## src/rtl/mdu_pkg.sv

```systemverilog
// Shared types and helpers for the iterative multiply/divide unit.
package mdu_pkg;

    typedef enum logic [1:0] {
        OP_MULT  = 2'b00,
        OP_MULTU = 2'b01,
        OP_DIV   = 2'b10,
        OP_DIVU  = 2'b11
    } mdu_op_t;

    typedef enum logic [2:0] {
        IDLE,
        LOAD,
        RUN,
        FIX,
        DONE
    } mdu_state_t;

    // Upper opcode bit selects the divide path.
    function automatic logic is_div(input mdu_op_t op);
        return op[1];
    endfunction

    // Lower opcode bit clear means a signed operation.
    function automatic logic is_signed_op(input mdu_op_t op);
        return ~op[0];
    endfunction

endpackage

```

## src/rtl/mdu_iter.sv

```systemverilog
// One radix-2 step shared by multiply (shift-add, right shift) and
// divide (restoring shift-subtract, left shift) on a 2*WIDTH accumulator.
// Multiply: acc = {partial product high, remaining multiplier bits}.
// Divide:   acc = {partial remainder, dividend bits / quotient bits}.
module mdu_iter #(
    parameter int unsigned WIDTH = 32
) (
    input  logic [2*WIDTH-1:0] acc_i,
    input  logic [WIDTH-1:0]   opnd_i,
    input  logic               div_i,
    output logic [2*WIDTH-1:0] acc_o
);

    logic [WIDTH:0]   sum_c;
    logic [WIDTH:0]   rem_sh_c;
    logic [WIDTH-1:0] diff_c;

    // Compute both step variants and select by mode.
    always_comb begin
        sum_c    = {1'b0, acc_i[2*WIDTH-1:WIDTH]}
                 + (acc_i[0] ? {1'b0, opnd_i} : {(WIDTH+1){1'b0}});
        rem_sh_c = acc_i[2*WIDTH-1:WIDTH-1];
        // Difference always fits WIDTH bits when the trial subtract succeeds.
        diff_c   = rem_sh_c[WIDTH-1:0] - opnd_i;
        acc_o    = {acc_i[2*WIDTH-2:0], 1'b0};
        if (div_i) begin
            if (rem_sh_c >= {1'b0, opnd_i}) begin
                acc_o = {diff_c, acc_i[WIDTH-2:0], 1'b1};
            end
        end else begin
            acc_o = {sum_c, acc_i[WIDTH-1:1]};
        end
    end

endmodule

```

## src/rtl/mult_div_unit.sv

```systemverilog
// Iterative signed/unsigned multiply/divide unit owning the HI/LO pair.
// Optional macro MDU_HILO_WRITE_EN adds direct HI/LO writes (MTHI/MTLO) in IDLE.
module mult_div_unit
    import mdu_pkg::*;
#(
    parameter int unsigned WIDTH = 32,
    parameter int unsigned CNT_W = $clog2(WIDTH + 1)
) (
    input  logic             clock,
    input  logic             reset,
    input  logic             start,
    input  logic [1:0]       op,
    input  logic [WIDTH-1:0] op_a,
    input  logic [WIDTH-1:0] op_b,
`ifdef MDU_HILO_WRITE_EN
    input  logic             hi_we,
    input  logic             lo_we,
    input  logic [WIDTH-1:0] wr_data,
`endif
    output logic             busy,
    output logic             done,
    output logic             div_zero,
    output logic [WIDTH-1:0] hi,
    output logic [WIDTH-1:0] lo
);

    mdu_state_t         state_q;
    logic               div_q;
    logic [WIDTH-1:0]   opnd_q;
    logic [2*WIDTH-1:0] acc_q;
    logic [CNT_W-1:0]   cnt_q;
    logic               neg_lo_q;
    logic               neg_hi_q;
    logic               busy_q;
    logic               done_q;
    logic               dz_q;
    logic [WIDTH-1:0]   hi_q;
    logic [WIDTH-1:0]   lo_q;

    mdu_op_t            op_in_c;
    logic               a_neg_c;
    logic               b_neg_c;
    logic [WIDTH-1:0]   a_abs_c;
    logic [WIDTH-1:0]   b_abs_c;
    logic [2*WIDTH-1:0] acc_next_c;
    logic [2*WIDTH-1:0] prod_c;
    logic [WIDTH-1:0]   quo_c;
    logic [WIDTH-1:0]   rem_c;

    // Operand magnitudes for LOAD and sign fix-up of the raw result for FIX.
    always_comb begin
        op_in_c = mdu_op_t'(op);
        a_neg_c = is_signed_op(op_in_c) & op_a[WIDTH-1];
        b_neg_c = is_signed_op(op_in_c) & op_b[WIDTH-1];
        a_abs_c = a_neg_c ? -op_a : op_a;
        b_abs_c = b_neg_c ? -op_b : op_b;
        prod_c  = neg_lo_q ? -acc_q : acc_q;
        quo_c   = neg_lo_q ? -acc_q[WIDTH-1:0] : acc_q[WIDTH-1:0];
        rem_c   = neg_hi_q ? -acc_q[2*WIDTH-1:WIDTH] : acc_q[2*WIDTH-1:WIDTH];
    end

    mdu_iter #(.WIDTH(WIDTH)) u_iter (
        .acc_i  (acc_q),
        .opnd_i (opnd_q),
        .div_i  (div_q),
        .acc_o  (acc_next_c)
    );

    // Control FSM, iteration counter, sign bookkeeping and HI/LO registers.
    always_ff @(posedge clock) begin
        if (reset) begin
            state_q  <= IDLE;
            div_q    <= 1'b0;
            opnd_q   <= '0;
            acc_q    <= '0;
            cnt_q    <= '0;
            neg_lo_q <= 1'b0;
            neg_hi_q <= 1'b0;
            busy_q   <= 1'b0;
            done_q   <= 1'b0;
            dz_q     <= 1'b0;
            hi_q     <= '0;
            lo_q     <= '0;
        end else begin
            done_q <= 1'b0;
            dz_q   <= 1'b0;
            case (state_q)
                IDLE: begin
`ifdef MDU_HILO_WRITE_EN
                    if (hi_we) hi_q <= wr_data;
                    if (lo_we) lo_q <= wr_data;
`endif
                    if (start) begin
                        state_q <= LOAD;
                        busy_q  <= 1'b1;
                    end
                end
                LOAD: begin
                    div_q <= is_div(op_in_c);
                    cnt_q <= '0;
                    if (is_div(op_in_c) && (op_b == '0)) begin
                        // Divide by zero: skip the iteration, leave HI/LO alone.
                        state_q <= DONE;
                        busy_q  <= 1'b0;
                        done_q  <= 1'b1;
                        dz_q    <= 1'b1;
                    end else begin
                        state_q  <= RUN;
                        neg_lo_q <= a_neg_c ^ b_neg_c;
                        if (is_div(op_in_c)) begin
                            acc_q    <= {{WIDTH{1'b0}}, a_abs_c};
                            opnd_q   <= b_abs_c;
                            neg_hi_q <= a_neg_c;
                        end else begin
                            acc_q    <= {{WIDTH{1'b0}}, b_abs_c};
                            opnd_q   <= a_abs_c;
                            neg_hi_q <= 1'b0;
                        end
                    end
                end
                RUN: begin
                    acc_q <= acc_next_c;
                    cnt_q <= cnt_q + CNT_W'(1);
                    if (cnt_q == CNT_W'(WIDTH - 1)) state_q <= FIX;
                end
                FIX: begin
                    if (div_q) begin
                        hi_q <= rem_c;
                        lo_q <= quo_c;
                    end else begin
                        {hi_q, lo_q} <= prod_c;
                    end
                    done_q  <= 1'b1;
                    busy_q  <= 1'b0;
                    state_q <= DONE;
                end
                DONE: begin
                    state_q <= IDLE;
                end
                default: begin
                    state_q <= IDLE;
                end
            endcase
        end
    end

    assign busy     = busy_q;
    assign done     = done_q;
    assign div_zero = dz_q;
    assign hi       = hi_q;
    assign lo       = lo_q;

endmodule

```

## config.mk

```make
export PLATFORM = sky130hd
export DESIGN_NAME = mult_div_unit
export DESIGN_NICKNAME = d
export VERILOG_FILES = /design/src/rtl/mdu_pkg.sv /design/src/rtl/mdu_iter.sv /design/src/rtl/mult_div_unit.sv
export SDC_FILE = /design/constraint.sdc
export NUM_CORES = 1
export LEC_CHECK = 0
export BUFFER_PORTS_ARGS = -buffer_cell sky130_fd_sc_hd__clkbuf_2
export CAP_MARGIN = 10
export CORE_UTILIZATION = 27
export DETAILED_ROUTE_END_ITERATION = 8
export GPL_ROUTABILITY_DRIVEN = 0
export PLACE_DENSITY = 0.5
export SLEW_MARGIN = 10
export SYNTH_ARGS = -nofsm -noshare
export SYNTH_HDL_FRONTEND = slang
export SYNTH_HIERARCHICAL = 1
export SYNTH_SLANG_ARGS = --single-unit
```

## constraint.sdc

```tcl
create_clock -name clock -period 3.55 [get_ports clock]
set_input_delay 0.5325 -clock clock [delete_from_list [all_inputs] [get_ports clock]]
set_output_delay 0.5325 -clock clock [all_outputs]
set_load 0.05 [all_outputs]
```

==> results.txt <==
----------------------------------------------------
[Synthesis]
  Synthesized cell area ... between 0.01 and 0.015 mm2
  Number of distinct library cells after synthesis ... 88
  Flop and latch count out of synthesis ... roughly 180
  EDFF count, synth ... 0
  Share of flip-flops with an asynchronous set or reset ... 0%
  Warnings, synthesis ... 6
  Syn nets ... 2107
  Post-Syn Area per Cell ... between 7 and 8 um2
  Synth Flop Type ... sky130_fd_sc_hd__dfxtp_1
  Seq/Total Area, Yosys ... 23.69%
  Cells after Synth ... 1967

[Global route]
  Pin count of the biggest net entering global routing ... 75
  Number of global-route vias before repair ... 15235
  First-pass GRT wire length ... slightly above 90000 um
  Antenna violations before repair ... 2
  Gr ovfl total ... 0
  GR Util All Layers ... about a fifth

[Critical path]
  Highest net fanout along the worst path ... 3
  Category of the worst setup path capture point ... flop
  Critical path's slowest cell ... sky130_fd_sc_hd__fa_1
  Nature of the critical path startpoint ... flop
  Data required, critical path ... between 3000 and 4000 ps
  CP Data Arrival Time ... 3800 ps
  Cell repeated most along the worst path ... sky130_fd_sc_hd__inv_1
  WP buf/inv ... 2
  Delay of the slowest cell on the worst path ... 410 ps
  Cell type group with the largest total delay on the critical path ... compound AO/OA/AOI/OAI gates
  Ordered cell list for the critical path ... inv_1, ha_1, inv_1, fa_1, a211oi_2, o21ai_1, nand4b_1, o22ai_1, o311ai_2, a2111o_1, a31oi_1, and4b_1, or3_1, a22oi_1, nor2_1
  Crit path kind ... reg2reg

[Cells and area]
  Number of standard cells in the final layout excluding fillers ... roughly 2900
  Commonest non-fill, non-tap cells in the layout ... sky130_fd_sc_hd__a21oi_1 (180), sky130_fd_sc_hd__nor2_1 (178), sky130_fd_sc_hd__dfxtp_1 (171)
  Share of cells above drive strength 1 ... between 10% and 20%
  Area added between synthesis and finish ... 20.25%
  # nets final ... 2297
  Final core occ ... ~33%
  Ant. Diodes ... 0
  Most common cell after layout, fill and taps aside ... sky130_fd_sc_hd__a21oi_1

[Drt]
  Vias per Instance ... 5.602
  Final WL ... 59580 um
  Number of iterations in the first detailed-routing pass ... 6
  Number of DRC markers in iteration 0 ... 1432
  Remaining routing DRC violations ... 0
  Post-route ant nets ... 0
  Via count of the routed design ... between 15000 and 20000
  Average detailed-routed wire length per instance ... 20.79 um

[Clocking]
  H-tree depth reported by CTS ... 4
  CTS Buffer Depth ... 2
  Clock latency of the later-clocked register in the worst-skew pair ... 470 ps
  Total clock sinks ... 175
  Root buffer selected by CTS ... sky130_fd_sc_hd__clkbuf_16
  CTS tree ... built
  Number of buffers added by the clock tree synthesis step ... 17
  Register clock-pin slew on the reported worst setup and hold paths ... approximately 80 ps

[STA]
  Slew of the pin with the lowest slew margin ... 1119 ps
  Max Transition Viols Final ... 0
  Maximum clock rate ... a little under 300 MHz
  Relative slew slack ... 25.12%
  Endpoints failing setup ... 0
  Setup repair after global routing missed its margin ... true
  Fin crit period ... 3448 ps
  Skew final ... 19.21 ps
  Sum of negative setup slack ... 0 ps
  Ratio of final minimum period to clock period ... 97.13%
  Final hold violation count ... 0

[Outcome]
  Run status ... finished, final reports clean

[Pwr]
  Maximum resistive drop on vdd ... 0.2728 mV
  Leakage power summed over all cells ... 0.007371 uW
  Power density over cell area ... 355.2 mW/mm2

[Placement]
  Quantity of I/O buffers inserted on ports ... 135
  Half-perimeter wire length after placement ... around 46000 um
  Placed Instances ... 2832

[Die]
  Initial standard-cell utilization of the core ... 27.43%
  Horizontal die dimension ... 236.0 um
  Height of the chip ... about 240 um
  Die Footprint ... 0.05571 mm2
  Number of top-level design ports ... about 140
  Number of standard-cell rows in the floorplan ... between 80 and 90
  Area of the core ... 0.05392 mm2

[Flow run]
  Number of max-cap violations ... 0

[Min path]
  Min-delay worst type ... in2reg

----------------------------------------------------
[where the power goes]
part | switching (uW) | internal [uW] | leakage, uW
Combinational | 1330 | 853 | 0.00566
Sequential | 142 | 2050 | 0.00142
Clock | 998 | 947 | 0.000286
Total | 2470 | 3850 | 0.00737
[synth_stat cells, types with 17 or more instances]
| library cell | instances | area [um2] |
|---|---|---|
| sky130_fd_sc_hd__o21ai_0 | 119 | 595.6 |
| sky130_fd_sc_hd__or4_1 | 17 | 127.6 |
| sky130_fd_sc_hd__mux2i_1 | 33 | 330.3 |
| sky130_fd_sc_hd__and2_1 | 39 | 244.0 |
| sky130_fd_sc_hd__nor4_1 | 28 | 175.2 |
| sky130_fd_sc_hd__a22oi_1 | 43 | 322.8 |
| sky130_fd_sc_hd__a21o_1 | 20 | 150.1 |
| sky130_fd_sc_hd__nor2_1 | 178 | 668.1 |
| sky130_fd_sc_hd__o31ai_1 | 23 | 172.7 |
| sky130_fd_sc_hd__mux2_2 | 34 | 382.9 |
| sky130_fd_sc_hd__inv_1 | 79 | 296.5 |
| sky130_fd_sc_hd__a21oi_1 | 183 | 915.9 |
| sky130_fd_sc_hd__a211oi_1 | 38 | 285.3 |
| sky130_fd_sc_hd__xor2_1 | 79 | 691.9 |
| sky130_fd_sc_hd__o211ai_1 | 26 | 195.2 |
| sky130_fd_sc_hd__nand4_1 | 20 | 125.1 |
| sky130_fd_sc_hd__ha_1 | 69 | 863.3 |
| sky130_fd_sc_hd__buf_2 | 17 | 85.08 |
| sky130_fd_sc_hd__or3_1 | 23 | 143.9 |
| sky130_fd_sc_hd__o21a_1 | 19 | 142.6 |
| sky130_fd_sc_hd__dfxtp_1 | 175 | 3503 |
| sky130_fd_sc_hd__nor3_1 | 48 | 240.2 |
| sky130_fd_sc_hd__nand3_1 | 53 | 265.3 |
| sky130_fd_sc_hd__a31oi_1 | 34 | 212.7 |
| sky130_fd_sc_hd__xnor2_1 | 72 | 630.6 |
| sky130_fd_sc_hd__nand2_1 | 151 | 566.8 |
| sky130_fd_sc_hd__clkbuf_1 | 95 | 356.6 |
[area by class of cell]
class                           count  area, um2
Clock buffer                       18      429.2
Inverter                           80      300.3
Clock inverter                     14      171.4
Multi-Input combinational cell   1583      10520
Sequential cell                   175       3511
Tap cell                          696      870.8
Timing Repair Buffer              300       1979
Fill cell                        5705      36140
[kinds of logic (layout without fill, tap and decap cells)]
logic type / count (synthesis) / after routing / share of synthesized area (%)
XOR/XNOR: 151 / 151 / 8.942
buffers and inverters: 209 / 412 / 5.660
AND/OR/NAND/NOR: 651 / 651 / 22.22
flip-flops: 175 / 175 / 23.69
AO/OA/AOI/OAI: 643 / 643 / 28.56
adder cells (fa/ha/maj): 71 / 71 / 6.108
multiplexers: 67 / 67 / 4.822
[repair_timing]
action                     4_1_cts  5_1_grt
hold buffers                     0        0
buffers inserted                 0        2
gates resized for setup          0       18
hold endpoints to repair         0        0
setup endpoints to repair        0       21
[metal layers]
metal  up-vias  share of wire (%)  global-route usage (%)
met2       488                 47                   34.92
met5         -              0.020                       0
met1      7807                 45                   27.40
li1       7678                  -                       -
met4         2                3.0                   7.071
met3        81                5.1                   2.867
[final timing paths]
check / slack (ps) / to / cells after the start / startpoint
worst min-delay path: 420 / state_q[0]$_SDFFE_PP0P_ / 3 / start
worst min register to register: 460 / hi[26]$_SDFFE_PP0P_ / 2 / hi[26]$_SDFFE_PP0P_
worst max register to register: 100 / acc_q[60]$_SDFFE_PP0P_ / 15 / acc_q[31]$_SDFFE_PP0P_
worst max-delay path: 100 / acc_q[60]$_SDFFE_PP0P_ / 15 / acc_q[31]$_SDFFE_PP0P_
[state kept, by name, summed over array words and instances (netlist names)]
signal,count
busy,1
cnt_q,6
done,1
div_q,1
neg_hi_q,1
opnd_q,32
div_zero,1
hi,32
acc_q,64
state_q,3
neg_lo_q,1
lo,32
[worst reg2reg max path: stages, from the launching register on]
cell                       delay [ps]
sky130_fd_sc_hd__dfxtp_1          320
sky130_fd_sc_hd__inv_1             70
sky130_fd_sc_hd__ha_1             190
sky130_fd_sc_hd__inv_1             70
sky130_fd_sc_hd__fa_1             410
sky130_fd_sc_hd__a211oi_2         270
sky130_fd_sc_hd__o21ai_1          150
sky130_fd_sc_hd__nand4b_1         210
sky130_fd_sc_hd__o22ai_1          150
sky130_fd_sc_hd__o311ai_2         350
sky130_fd_sc_hd__a2111o_1         230
sky130_fd_sc_hd__a31oi_1          100
sky130_fd_sc_hd__and4b_1          210
sky130_fd_sc_hd__or3_1            370
sky130_fd_sc_hd__a22oi_1          170
sky130_fd_sc_hd__nor2_1            60
[per-stage QoR]
stage               setup WS (ps)  hold slack [ps]  cell area [um2]  total power [uW]
floorplan                   335.1            440.3            14790              3544
global placement            37.02            447.3            17110              4339
detailed placement          86.45            454.1            17110              4351
CTS                         40.91            383.3            17710              6308
global route               -106.1            413.7            17780              6599
finish                      101.8            415.4            17780              6316
Note: power is estimated with default switching activity, not from simulation.
